### src/rtl/input_port_router_pkg.sv
// rtl/input_port_router_pkg.sv - shared widths and direction encoding for the router input port
package input_port_router_pkg;

  localparam int NET_ADDR_W_DEF  = 4;
  localparam int BANK_ADDR_W_DEF = 8;
  localparam int DATA_W_DEF      = 32;
  localparam int NUM_DIRS        = 5;

  // Bit positions in the select/grant vectors; matches the output arbiter's ordering.
  typedef enum logic [2:0] {
    DIR_NORTH = 3'd0,
    DIR_SOUTH = 3'd1,
    DIR_EAST  = 3'd2,
    DIR_WEST  = 3'd3,
    DIR_LOCAL = 3'd4
  } dir_e;

endpackage

### src/rtl/input_port_router_xy_route_decode.sv
// rtl/input_port_router_xy_route_decode.sv - XY dimension-order route decode to a one-hot target select
module xy_route_decode
  import input_port_router_pkg::*;
#(
  parameter int NET_ADDR_W = NET_ADDR_W_DEF
) (
  input  logic [NET_ADDR_W-1:0] myAddr,
  input  logic [NET_ADDR_W-1:0] dn,
  output logic [NUM_DIRS-1:0]   sel
);

  localparam int HALF = NET_ADDR_W / 2;

  logic [HALF-1:0]            dx, mx;
  logic [NET_ADDR_W-HALF-1:0] dy, my;

  assign dx = dn[HALF-1:0];
  assign dy = dn[NET_ADDR_W-1:HALF];
  assign mx = myAddr[HALF-1:0];
  assign my = myAddr[NET_ADDR_W-1:HALF];

  // X is resolved first; Y only once the packet is in the right column.
  always_comb begin
    sel = '0;
    if (dx > mx)      sel[DIR_EAST]  = 1'b1;
    else if (dx < mx) sel[DIR_WEST]  = 1'b1;
    else if (dy > my) sel[DIR_SOUTH] = 1'b1;
    else if (dy < my) sel[DIR_NORTH] = 1'b1;
    else              sel[DIR_LOCAL] = 1'b1;
  end

endmodule

### src/rtl/input_port_router.sv
// rtl/input_port_router.sv - router input port: packet FIFO with fall-through head and XY route select
// Optional PKT_CHECK_EN: drop packets with readIn == writeIn and flag sticky malformedError.
module input_port_router
  import input_port_router_pkg::*;
#(
  parameter int NET_ADDR_W  = NET_ADDR_W_DEF,
  parameter int BANK_ADDR_W = BANK_ADDR_W_DEF,
  parameter int DATA_W      = DATA_W_DEF,
  parameter int DEPTH       = 4
) (
  input  logic                          clk,
  input  logic                          reset,
  input  logic [NET_ADDR_W-1:0]         myAddr,
  input  logic                          inValid,
  output logic                          inReady,
`ifdef PKT_CHECK_EN
  output logic                          malformedError,
`endif
  input  logic [NET_ADDR_W+BANK_ADDR_W-1:0] destAddrIn,
  input  logic [NET_ADDR_W-1:0]         reqAddrIn,
  input  logic                          readIn,
  input  logic                          writeIn,
  input  logic [DATA_W-1:0]             dataIn,
  output logic                          selectBit_NORTH,
  output logic                          selectBit_SOUTH,
  output logic                          selectBit_EAST,
  output logic                          selectBit_WEST,
  output logic                          selectLocal,
  input  logic                          grant_NORTH,
  input  logic                          grant_SOUTH,
  input  logic                          grant_EAST,
  input  logic                          grant_WEST,
  input  logic                          grantLocal,
  output logic [NET_ADDR_W+BANK_ADDR_W-1:0] destAddrOut,
  output logic [NET_ADDR_W-1:0]         reqAddrOut,
  output logic                          readOut,
  output logic                          writeOut,
  output logic [DATA_W-1:0]             dataOut
);

  localparam int DEST_W = NET_ADDR_W + BANK_ADDR_W;
  localparam int PTR_W  = $clog2(DEPTH);
  localparam int CNT_W  = PTR_W + 1;
  localparam logic [PTR_W-1:0] LAST_PTR = PTR_W'(DEPTH - 1);
  localparam logic [CNT_W-1:0] FULL_CNT = CNT_W'(DEPTH);

  logic [DEST_W-1:0]     memDest  [DEPTH];
  logic [NET_ADDR_W-1:0] memReq   [DEPTH];
  logic                  memRead  [DEPTH];
  logic                  memWrite [DEPTH];
  logic [DATA_W-1:0]     memData  [DEPTH];

  logic [PTR_W-1:0]    wrPtr, rdPtr;
  logic [CNT_W-1:0]    count;
  logic                notEmpty, push, store, pop;
  logic [NUM_DIRS-1:0] route, sel, grants;

  assign inReady  = (count != FULL_CNT);
  assign notEmpty = (count != '0);
  assign push     = inValid && inReady;

`ifdef PKT_CHECK_EN
  assign store = push && (readIn != writeIn);

  always_ff @(posedge clk) begin
    if (reset)                              malformedError <= 1'b0;
    else if (push && (readIn == writeIn))   malformedError <= 1'b1;
  end
`else
  assign store = push;
`endif

  xy_route_decode #(.NET_ADDR_W(NET_ADDR_W)) uRouteDecode (
    .myAddr (myAddr),
    .dn     (memDest[rdPtr][DEST_W-1 -: NET_ADDR_W]),
    .sel    (route)
  );

  // Decoder output is meaningless on a stale slot, so gate it with occupancy.
  assign sel = notEmpty ? route : '0;

  assign selectBit_NORTH = sel[DIR_NORTH];
  assign selectBit_SOUTH = sel[DIR_SOUTH];
  assign selectBit_EAST  = sel[DIR_EAST];
  assign selectBit_WEST  = sel[DIR_WEST];
  assign selectLocal     = sel[DIR_LOCAL];

  always_comb begin
    grants            = '0;
    grants[DIR_NORTH] = grant_NORTH;
    grants[DIR_SOUTH] = grant_SOUTH;
    grants[DIR_EAST]  = grant_EAST;
    grants[DIR_WEST]  = grant_WEST;
    grants[DIR_LOCAL] = grantLocal;
  end

  assign pop = |(sel & grants);

  assign destAddrOut = notEmpty ? memDest[rdPtr]  : '0;
  assign reqAddrOut  = notEmpty ? memReq[rdPtr]   : '0;
  assign readOut     = notEmpty ? memRead[rdPtr]  : 1'b0;
  assign writeOut    = notEmpty ? memWrite[rdPtr] : 1'b0;
  assign dataOut     = notEmpty ? memData[rdPtr]  : '0;

  always_ff @(posedge clk) begin
    if (store) begin
      memDest[wrPtr]  <= destAddrIn;
      memReq[wrPtr]   <= reqAddrIn;
      memRead[wrPtr]  <= readIn;
      memWrite[wrPtr] <= writeIn;
      memData[wrPtr]  <= dataIn;
    end
  end

  always_ff @(posedge clk) begin
    if (reset) begin
      wrPtr <= '0;
      rdPtr <= '0;
      count <= '0;
    end else begin
      if (store) wrPtr <= (wrPtr == LAST_PTR) ? '0 : wrPtr + PTR_W'(1);
      if (pop)   rdPtr <= (rdPtr == LAST_PTR) ? '0 : rdPtr + PTR_W'(1);
      case ({store, pop})
        2'b10:   count <= count + CNT_W'(1);
        2'b01:   count <= count - CNT_W'(1);
        default: count <= count;
      endcase
    end
  end

endmodule

### config.mk
export PLATFORM = sky130hd
export DESIGN_NAME = input_port_router
export DESIGN_NICKNAME = d
export VERILOG_FILES = /design/src/rtl/input_port_router_pkg.sv /design/src/rtl/input_port_router_xy_route_decode.sv /design/src/rtl/input_port_router.sv
export SDC_FILE = /design/constraint.sdc
export NUM_CORES = 1
export LEC_CHECK = 0
export CORE_UTILIZATION = 58
export DETAILED_ROUTE_END_ITERATION = 12
export HOLD_SLACK_MARGIN = 0.03
export PLACE_DENSITY = 0.84
export SYNTH_ARGS = -nofsm -noshare
export SYNTH_HDL_FRONTEND = slang
export SYNTH_HIERARCHICAL = 1
export SYNTH_SLANG_ARGS = --single-unit
### constraint.sdc
create_clock -name clk -period 6.7 [get_ports clk]
set_input_delay 1.005 -clock clk [delete_from_list [all_inputs] [get_ports clk]]
set_output_delay 1.005 -clock clk [all_outputs]
set_load 0.01 [all_outputs]
==> qor.yml, run 1 <==
worst_setup_path:
  reg2reg_to: "count[2]"
  cp.required_ps: 5690
  r2r_cells: 12
  startpoint_type: "flip-flop"
  worstPathArrival_ps: 3690
  path_max_fanout: 50
  r2r_slack_ps: 2310
  crit_type: "reg2out"
  end_kind: "output pin"
sta:
  worst_pin_slew_ps: 1000
  slew_headroom_pct: 33.2
  setup_viol: 0
  fin_skew_ps: 7.38
  period_share_pct: 70.1
  max_freq_mhz: 213
  rsz0062_at_grt: "no"
  tns_ps: 0
  drv_slew: 0
  holdWs_ps: 537
  fin_crit_ps: 4700
  hold_violations: 0
global_routing:
  grt_use_total_pct: 21.2
  grt_pass1_wl_mm: 23.1
  antenna_found_initial: 0
  grt_start_max_net_pins: 57
  grt-ovfl-total: 0
  grt_pass1_vias: 4357
pwr:
  swShare_pct: 27.0
  combPwrFrac_pct: 29.7
  p_per_area_mw_per_mm2: 388
  ir_drop_v: 0.000325
  total_power_w: 0.00398
  p_sw_w: 0.00107
  power.internal_w: 0.00291
  seqPwrFrac_pct: 41.9
  pwr-share-clk_pct: 28.4
  p_leak_nw: 3.31
floorplanning:
  num_rows: 43
  initial_core_util_pct: 59.5
  die_x_um: 121
  fp.dieH_um: 121
  fp.coreArea_mm2: 0.0139
  io_pins: 118
  die-area_mm2: 0.0147
route:
  top_layer: "met4"
  wl_met1_mm: 6.02
  drc: 0
  final_antenna_net_count: 0
  wl_met3_um: 974
  num_vias: 4059
  routed_wl_mm: 14.8
  wl_met2_mm: 7.56
  first_iter_violations: 280
  dr.pass1.iters: 4
  wl_per_cell_um: 20.8
  vias_per_cell: 5.68
final_layout:
  antennaDiodeCount: 0
  ff_latch_area_mm2: 0.00619
  nets: 593
  finish.instance_area_mm2: 0.0103
  utilization_pct: 73.9
  multi_input_area_mm2: 0.00192
  drive_above_1_share_pct: 18.4
  nFillCells: 824
  syn_to_final_growth_pct: 24.3
clocking:
  cts_inserted_buffers: 20
  insertion_delay_ps: 480
  clockBufferDepth: 3
  post_cts_resized: 0
  clock_tree.root_cell: "clkbuf_16"
  clock-sinks: 209
  holdBufCountCts: 0
  htree_levels: 1
  tritoncts: "built"
  clkTransAtPathRegs_ps: 60
  post_cts_buffers: 0
placement:
  place_area_mm2: 0.00959
  port_buffers: 117
  gp_congestion: 0.824
  place_hpwl_mm: 8.49
logic_synthesis:
  synth_nets: 467
  ys_ff_latch: 209
  ys_warn_count: 6
  yosysSeqAreaShare_pct: 74.9
  avgSynthCellArea_um2: 21.0
  synth_cell_types: 34
  synthesis.area_mm2: 0.00826
  synthCells: 394
min_path:
  hold_start: "count[2]"
  worstHoldPathType: "reg2reg"
  min_to: "count[2]"
  min_path_cells: 2
outcome:
  run_status: "completed"
flow_run:
  drv_cap: 0
cells in the final DEF (no fill, tap or decap), drive strengths merged:
cell type      count
a2111oi            2
a21oi              4
a222oi             1
a22oi              1
and2               1
and2b              1
and3               4
buf                6
bufinv             3
clkbuf            23
clkdlybuf4s50    117
clkinv            10
dfxtp              9
edfxtp           200
fa                 1
ha                10
inv               10
mux2               1
mux2i              2
mux4              50
nand2              4
nand2b             1
nor2               7
nor2b             57
nor3               1
nor4b              1
o21a               1
o21ai              1
or3                2
or3b               1
xor2               2
cell families after synthesis:
logic type	share of synthesized area, %
flops	74.9
simple gates	6.06
mux	14.0
buf+inv	1.89
fa+ha+maj	1.76
compound gates	1.12
xor+xnor	0.212
worst max-delay path: stages (launching register included):
cell	delay [ps]
dfxtp_4	1000
mux4_2	610
ha_1	350
and2_4	190
a2111oi_4	350
nor2b_1	170
clkdlybuf4s50_1	540
worst max path at each step:
| stage | start | depth (start not counted) | to | slack (ps) |
|---|---|---|---|---|
| after floorplan | flip-flop | 14 | count[2] | 3010 |
| after global placement | flip-flop | 12 | count[2] | 2330 |
| after detailed placement | flip-flop | 12 | count[2] | 2220 |
| after CTS | flip-flop | 6 | selectBit_SOUTH | 1900 |
| after global routing | flip-flop | 6 | selectBit_NORTH | 1700 |
| final | flip-flop | 6 | selectBit_SOUTH | 2000 |
flip-flops by register name, indices dropped and copies added, names as in the netlist, named ones only:
name and cells:
memData 128, memRead 4, memDest 48, memWrite 4, count 3, wrPtr 2
memReq 16, rdPtr 2
metrics by stage:
stage               instances  setup WS (ps)
floorplan                 394           3010
global placement          678           2330
detailed placement        678           2220
CTS                       714           1900
global route              714           1700
finish                    714           2000
power by group through the flow:
stage               Clock, W  Sequential, W  Combinational [W]
finish               0.00113        0.00167            0.00118
global route         0.00119        0.00169            0.00127
CTS                  0.00115        0.00168            0.00120
detailed placement         0        0.00170            0.00119
global placement           0        0.00169            0.00117
floorplan                  0        0.00162           0.000721
metal layers:
| metal | vias to the layer above | track usage (%) |
|---|---|---|
| met5 | - | 0 |
| met4 | 0 | 6.10 |
| met3 | 28 | 4.09 |
| met2 | 144 | 36.3 |
| met1 | 2066 | 27.7 |
| li1 | 1821 | - |
layout make-up:
| type | count | share of cell area [%] |
|---|---|---|
| clock buffer | 23 | 5.20 |
| clock inverter | 13 | 1.29 |
| inverter | 10 | 0.366 |
| multi-input combinational | 156 | 18.7 |
| sequential | 209 | 60.3 |
| tap | 180 | 2.20 |
| timing repair buffer | 123 | 11.9 |
synthesized netlist by cell type:
cell | instances | share of area (%)
dfxtp_1 | 9 | 2.2
ha_1 | 10 | 1.5
buf_1 | 1 | 0.045
nand2b_4 | 1 | 0.17
or3_1 | 2 | 0.15
and2_4 | 1 | 0.11
nor2b_2 | 1 | 0.11
xor2_1 | 2 | 0.21
mux4_2 | 50 | 14
mux2_1 | 1 | 0.14
mux2i_1 | 2 | 0.24
nor4b_1 | 1 | 0.11
nor2_1 | 7 | 0.32
a22oi_1 | 1 | 0.091
fa_1 | 1 | 0.24
nand2_1 | 2 | 0.091
nand2_2 | 1 | 0.076
buf_6 | 5 | 0.68
o21a_1 | 1 | 0.091
nor3_1 | 1 | 0.061
inv_1 | 10 | 0.45
nor2b_1 | 56 | 4.2
a2111oi_2 | 1 | 0.18
edfxtp_1 | 200 | 73
clkbuf_1 | 5 | 0.23
and3_1 | 4 | 0.30
nand2_4 | 1 | 0.14
o21ai_0 | 1 | 0.061
and2b_1 | 1 | 0.091
a2111oi_4 | 1 | 0.33
a222oi_1 | 1 | 0.12
a21oi_1 | 4 | 0.24
or3b_1 | 1 | 0.11
buf_2 | 8 | 0.49
(Power assumes the default switching activity.)
==> run 2: changes to the inputs <==
CORE_UTILIZATION = 49   (was 58)
PLACE_DENSITY = 0.76   (was 0.84)
clock period = 3.9 ns   (was 6.7 ns; I/O delays follow)
==> qor.yml, run 2 (synthesis results as in run 1) <==
outcome:
  run_status: "completed"
route:
  drc: 0
  final_antenna_net_count: 0
  num_vias: 4078
  dr.pass1.iters: 4
  first_iter_violations: 289
  routed_wl_mm: 15.2
  vias_per_cell: 5.38
  wl_per_cell_um: 20.1
final_layout:
  largest_reg_flops: 128
  syn_to_final_growth_pct: 25.4
  antennaDiodeCount: 0
  nFillCells: 1123
  regMostFlops: "memData"
  layout.cells.non_filler: 758
  mostFrequentLayoutCells: "200 x edfxtp_1, 117 x clkdlybuf4s50_1, 56 x nor2b_1"
  nets: 598
  largestRegisters: "memData: 128 flops, memDest: 48 flops, memReq: 16 flops"
  final_common_cell: "edfxtp_1"
  multi_input_area_mm2: 0.00192
  ff_latch_area_mm2: 0.00619
  drive_above_1_share_pct: 18.8
clocking:
  clkTransAtPathRegs_ps: 60
  cts_inserted_buffers: 21
  clock-sinks: 209
  tritoncts: "built"
  holdBufCountCts: 0
  clockBufferDepth: 3
  post_cts_resized: 0
  clock_tree.root_cell: "clkbuf_16"
  insertion_delay_ps: 480
  post_cts_buffers: 0
  htree_levels: 1
worst_setup_path:
  crit_type: "reg2out"
  startpoint_type: "flip-flop"
  cp.required_ps: 3310
  worstPathArrival_ps: 3050
  end_kind: "output pin"
  r2r_cells: 12
  path_max_fanout: 8
min_path:
  min_path_cells: 2
  worstHoldPathType: "reg2reg"
placement:
  port_buffers: 117
  gp_congestion: 0.845
  dp_cells: 722
  place_hpwl_mm: 9.27
flow_run:
  drv_cap: 0
sta:
  worst_pin_slew_ps: 872
  slew_headroom_pct: 41.9
  fin_skew_ps: 7.17
  drv_slew: 0
  setup_viol: 0
  max_freq_mhz: 275
  tns_ps: 0
  rsz0062_at_grt: "no"
  fin_crit_ps: 3640
  hold_violations: 0
  period_share_pct: 93.2
floorplanning:
  die_x_um: 132
  initial_core_util_pct: 50.0
  io_pins: 118
  num_rows: 47
  fp.dieH_um: 132
  die-area_mm2: 0.0174
  fp.coreArea_mm2: 0.0165
global_routing:
  grt-ovfl-total: 0
  grt_pass1_wl_mm: 24.3
  grt_pass1_vias: 4536
  grt_start_max_net_pins: 51
  antenna_found_initial: 0
  grt_use_total_pct: 18.3
pwr:
  pwr-share-clk_pct: 27.3
  p_leak_nw: 3.32
  swShare_pct: 27.1
  combPwrFrac_pct: 31.9
  power.internal_w: 0.00497
  ir_drop_v: 0.000408
  p_per_area_mw_per_mm2: 659
  p_sw_w: 0.00185
  seqPwrFrac_pct: 40.8
run 2: worst paths after layout:
path                                        end  slack (ps)      start
worst min-delay path                   wrPtr[0]         520   wrPtr[0]
worst min register to register         wrPtr[0]         520   wrPtr[0]
worst max register to register         count[2]         300  flip-flop
worst max-delay path            selectBit_SOUTH         260  flip-flop
run 2: worst max-delay path, cell delays in order, from the launching register on:
cell             delay, ps
dfxtp_4                430
mux4_2                 530
ha_1                   360
and2_4                 190
a2111oi_4              340
nor2b_1                170
clkdlybuf4s50_1        550
run 2: per-layer routing:
| layer | wire, um | track usage (%) | part of all wire [%] |
|---|---|---|---|
| met3 | 800 | 3.58 | 5.3 |
| met2 | 8010 | 32.5 | 53 |
| met5 | 0 | 0 | 0 |
| met4 | 253 | 5.17 | 1.7 |
| met1 | 6150 | 22.8 | 40 |
run 2: metrics by stage:
| stage | worst slack, ps | hold WS [ps] | utilization, % | area (um^2) | power (W) |
|---|---|---|---|---|---|
| CTS | 244 | 514 | 62.6 | 10300 | 0.00692 |
| floorplan | 213 | 460 | - | 8260 | 0.00403 |
| finish | 263 | 517 | 62.6 | 10300 | 0.00682 |
| global placement | 320 | 486 | 58.8 | 9710 | 0.00498 |
| global route | 71.4 | 577 | 62.6 | 10300 | 0.00714 |
| detailed placement | 193 | 508 | 58.8 | 9710 | 0.00503 |
run 2: final cells by class:
class / instances / share of cell area (%)
clock buffers: 25 / 5.22
clock inverters: 11 / 0.955
inverters: 10 / 0.363
multi-input cells: 156 / 18.6
flip-flops and latches: 209 / 59.8
well taps: 220 / 2.66
repair buffers: 127 / 12.4
run 2: power groups by stage:
| stage | Clock, W | Combinational (W) | Sequential, W |
|---|---|---|---|
| after detailed placement | 0 | 0.00220 | 0.00283 |
| final | 0.00186 | 0.00218 | 0.00278 |
| after CTS | 0.00191 | 0.00222 | 0.00279 |
| after floorplan | 0 | 0.00124 | 0.00279 |
| after global placement | 0 | 0.00217 | 0.00281 |
| after global routing | 0.00198 | 0.00236 | 0.00280 |
==> run 3: changes to the inputs <==
CORE_ASPECT_RATIO = 1.75   (was default)
CTS_CLUSTER_DIAMETER = 120   (was default)
GPL_ROUTABILITY_DRIVEN = 0   (was default)
==> qor.yml, run 3 (synthesis results as in run 1) <==
final_layout:
  multi_input_area_mm2: 0.00193
  antennaDiodeCount: 0
  nFillCells: 1192
  utilization_pct: 62.4
  final_common_cell: "edfxtp_1"
  syn_to_final_growth_pct: 24.3
  regMostFlops: "memData"
  nets: 598
  largestRegisters: "memData: 128 flops, memDest: 48 flops, memReq: 16 flops"
  mostFrequentLayoutCells: "200 x edfxtp_1, 117 x clkdlybuf4s50_1, 56 x nor2b_1"
  layout.cells.non_filler: 760
  ff_latch_area_mm2: 0.00619
  largest_reg_flops: 128
  drive_above_1_share_pct: 18.8
route:
  drc: 0
  wl_per_cell_um: 19.8
  first_iter_violations: 147
  vias_per_cell: 5.31
  dr.pass1.iters: 6
  final_antenna_net_count: 0
  routed_wl_mm: 15.1
  num_vias: 4036
placement:
  place_ws_ps: 51.9
  place_hpwl_mm: 9.74
  dp_cells: 729
  port_buffers: 117
flow_run:
  drv_cap: 0
sta:
  worst_pin_slew_ps: 838
  period_share_pct: 94.9
  setup_viol: 0
  slew_headroom_pct: 44.1
  drv_slew: 0
  fin_skew_ps: 8.90
  max_freq_mhz: 270
  rsz0062_at_grt: "no"
  tns_ps: 0
  final.setup.worst_slack_ps: 199
  hold_violations: 0
  fin_crit_ps: 3700
worst_setup_path:
  startpoint_type: "flip-flop"
  path_max_fanout: 9
  end_kind: "output pin"
  worstPathArrival_ps: 3120
  cp.required_ps: 3310
  cp_slowest_stage_delay_ps: 550
  crit_type: "reg2out"
  cp_top_family: "buffers and inverters"
  critical_path.cell_chain: "mux4_2 > ha_1 > and2_4 > a2111oi_4 > nor2b_1 > clkdlybuf4s50_1"
  crit_buf_inv: 1
  cp_slowest_cell: "clkdlybuf4s50_1"
clocking:
  holdBufCountCts: 0
  clock-sinks: 209
  post_cts_buffers: 0
  insertion_delay_ps: 470
  clockBufferDepth: 3
  clock_tree.root_cell: "clkbuf_16"
  post_cts_resized: 0
  tritoncts: "built"
  htree_levels: 1
  clkTransAtPathRegs_ps: 70
  cts_inserted_buffers: 18
global_routing:
  antenna_found_initial: 0
  grt_start_max_net_pins: 43
  grt_pass1_vias: 4565
  met3_usage_pct: 2.82
  grtUsageMet1_pct: 20.6
  busiest_layer: "met2"
  grtUsageMet2_pct: 33.6
  grt_use_total_pct: 18.2
  grt-ovfl-total: 0
  grt_pass1_wl_mm: 23.7
floorplanning:
  fp.coreArea_mm2: 0.0164
  die_x_um: 100
  io_pins: 118
  initial_core_util_pct: 50.2
  fp.dieH_um: 174
  num_rows: 62
  die-area_mm2: 0.0174
outcome:
  run_status: "completed"
pwr:
  p_per_area_mw_per_mm2: 643
  p_leak_nw: 3.29
  ir_drop_v: 0.000434
  total_power_w: 0.00660
min_path:
  worstHoldPathType: "reg2reg"
==> run 3: changes by cell type in the layout (fill, tap and decap cells not counted), moves of 2 or more <==
cell	delta
buf_12	-3
buf_4	+6
bufinv_16	-2
clkbuf_1	+3
clkinv_1	-4
clkinv_2	-3
==> run 3: power breakdown <==
| group | switching, W | internal, W | leakage [nW] |
|---|---|---|---|
| combinational | 0.00101 | 0.00114 | 1.10 |
| sequential | 0.0000841 | 0.00270 | 1.91 |
| clock | 0.000718 | 0.000956 | 0.272 |
| total | 0.00181 | 0.00479 | 3.29 |
==> run 3: routing by layer <==
layer | wire, um | up-vias
met2 | 8480 | 121
met1 | 5400 | 2055
met3 | 712 | 31
li1 | - | 1829
met5 | 0 | -
met4 | 479 | 0
==> run 3: path summary, 6_finish.rpt <==
| check | startpoint | end | slack (ps) | depth (start not counted) |
|---|---|---|---|---|
| worst max-delay path | flip-flop | selectBit_SOUTH | 200 | 6 |
| worst min-delay path | count[2] | count[2] | 540 | 2 |
| worst max register to register | flip-flop | count[2] | 230 | 12 |
| worst min register to register | count[2] | count[2] | 540 | 2 |
==> run 3: worst reg2reg max path, stage by stage, from the launching register on <==
cell and delay (ps):
dfxtp_4 460, mux4_2 540, ha_1 360, and2_4 190, a2111oi_4 340, a222oi_1 190, a21oi_2 260, ha_1 220
inv_1 60, fa_1 370, xor2_1 160, or3_1 320, a21oi_1 150
==> run 3: through the flow <==
step	hold slack (ps)	instance area, um^2
floorplan	460	8260
global route	566	10300
detailed placement	515	9700
finish	542	10300
CTS	525	10300
global placement	485	9700
==> run 3: layout make-up <==
class	count	share of cell area (%)
flip-flops and latches	209	60.3
multi-input cells	156	18.8
repair buffers	130	12.4
clock buffers	28	5.27
well taps	224	2.73
inverters	10	0.366
clock inverters	3	0.171
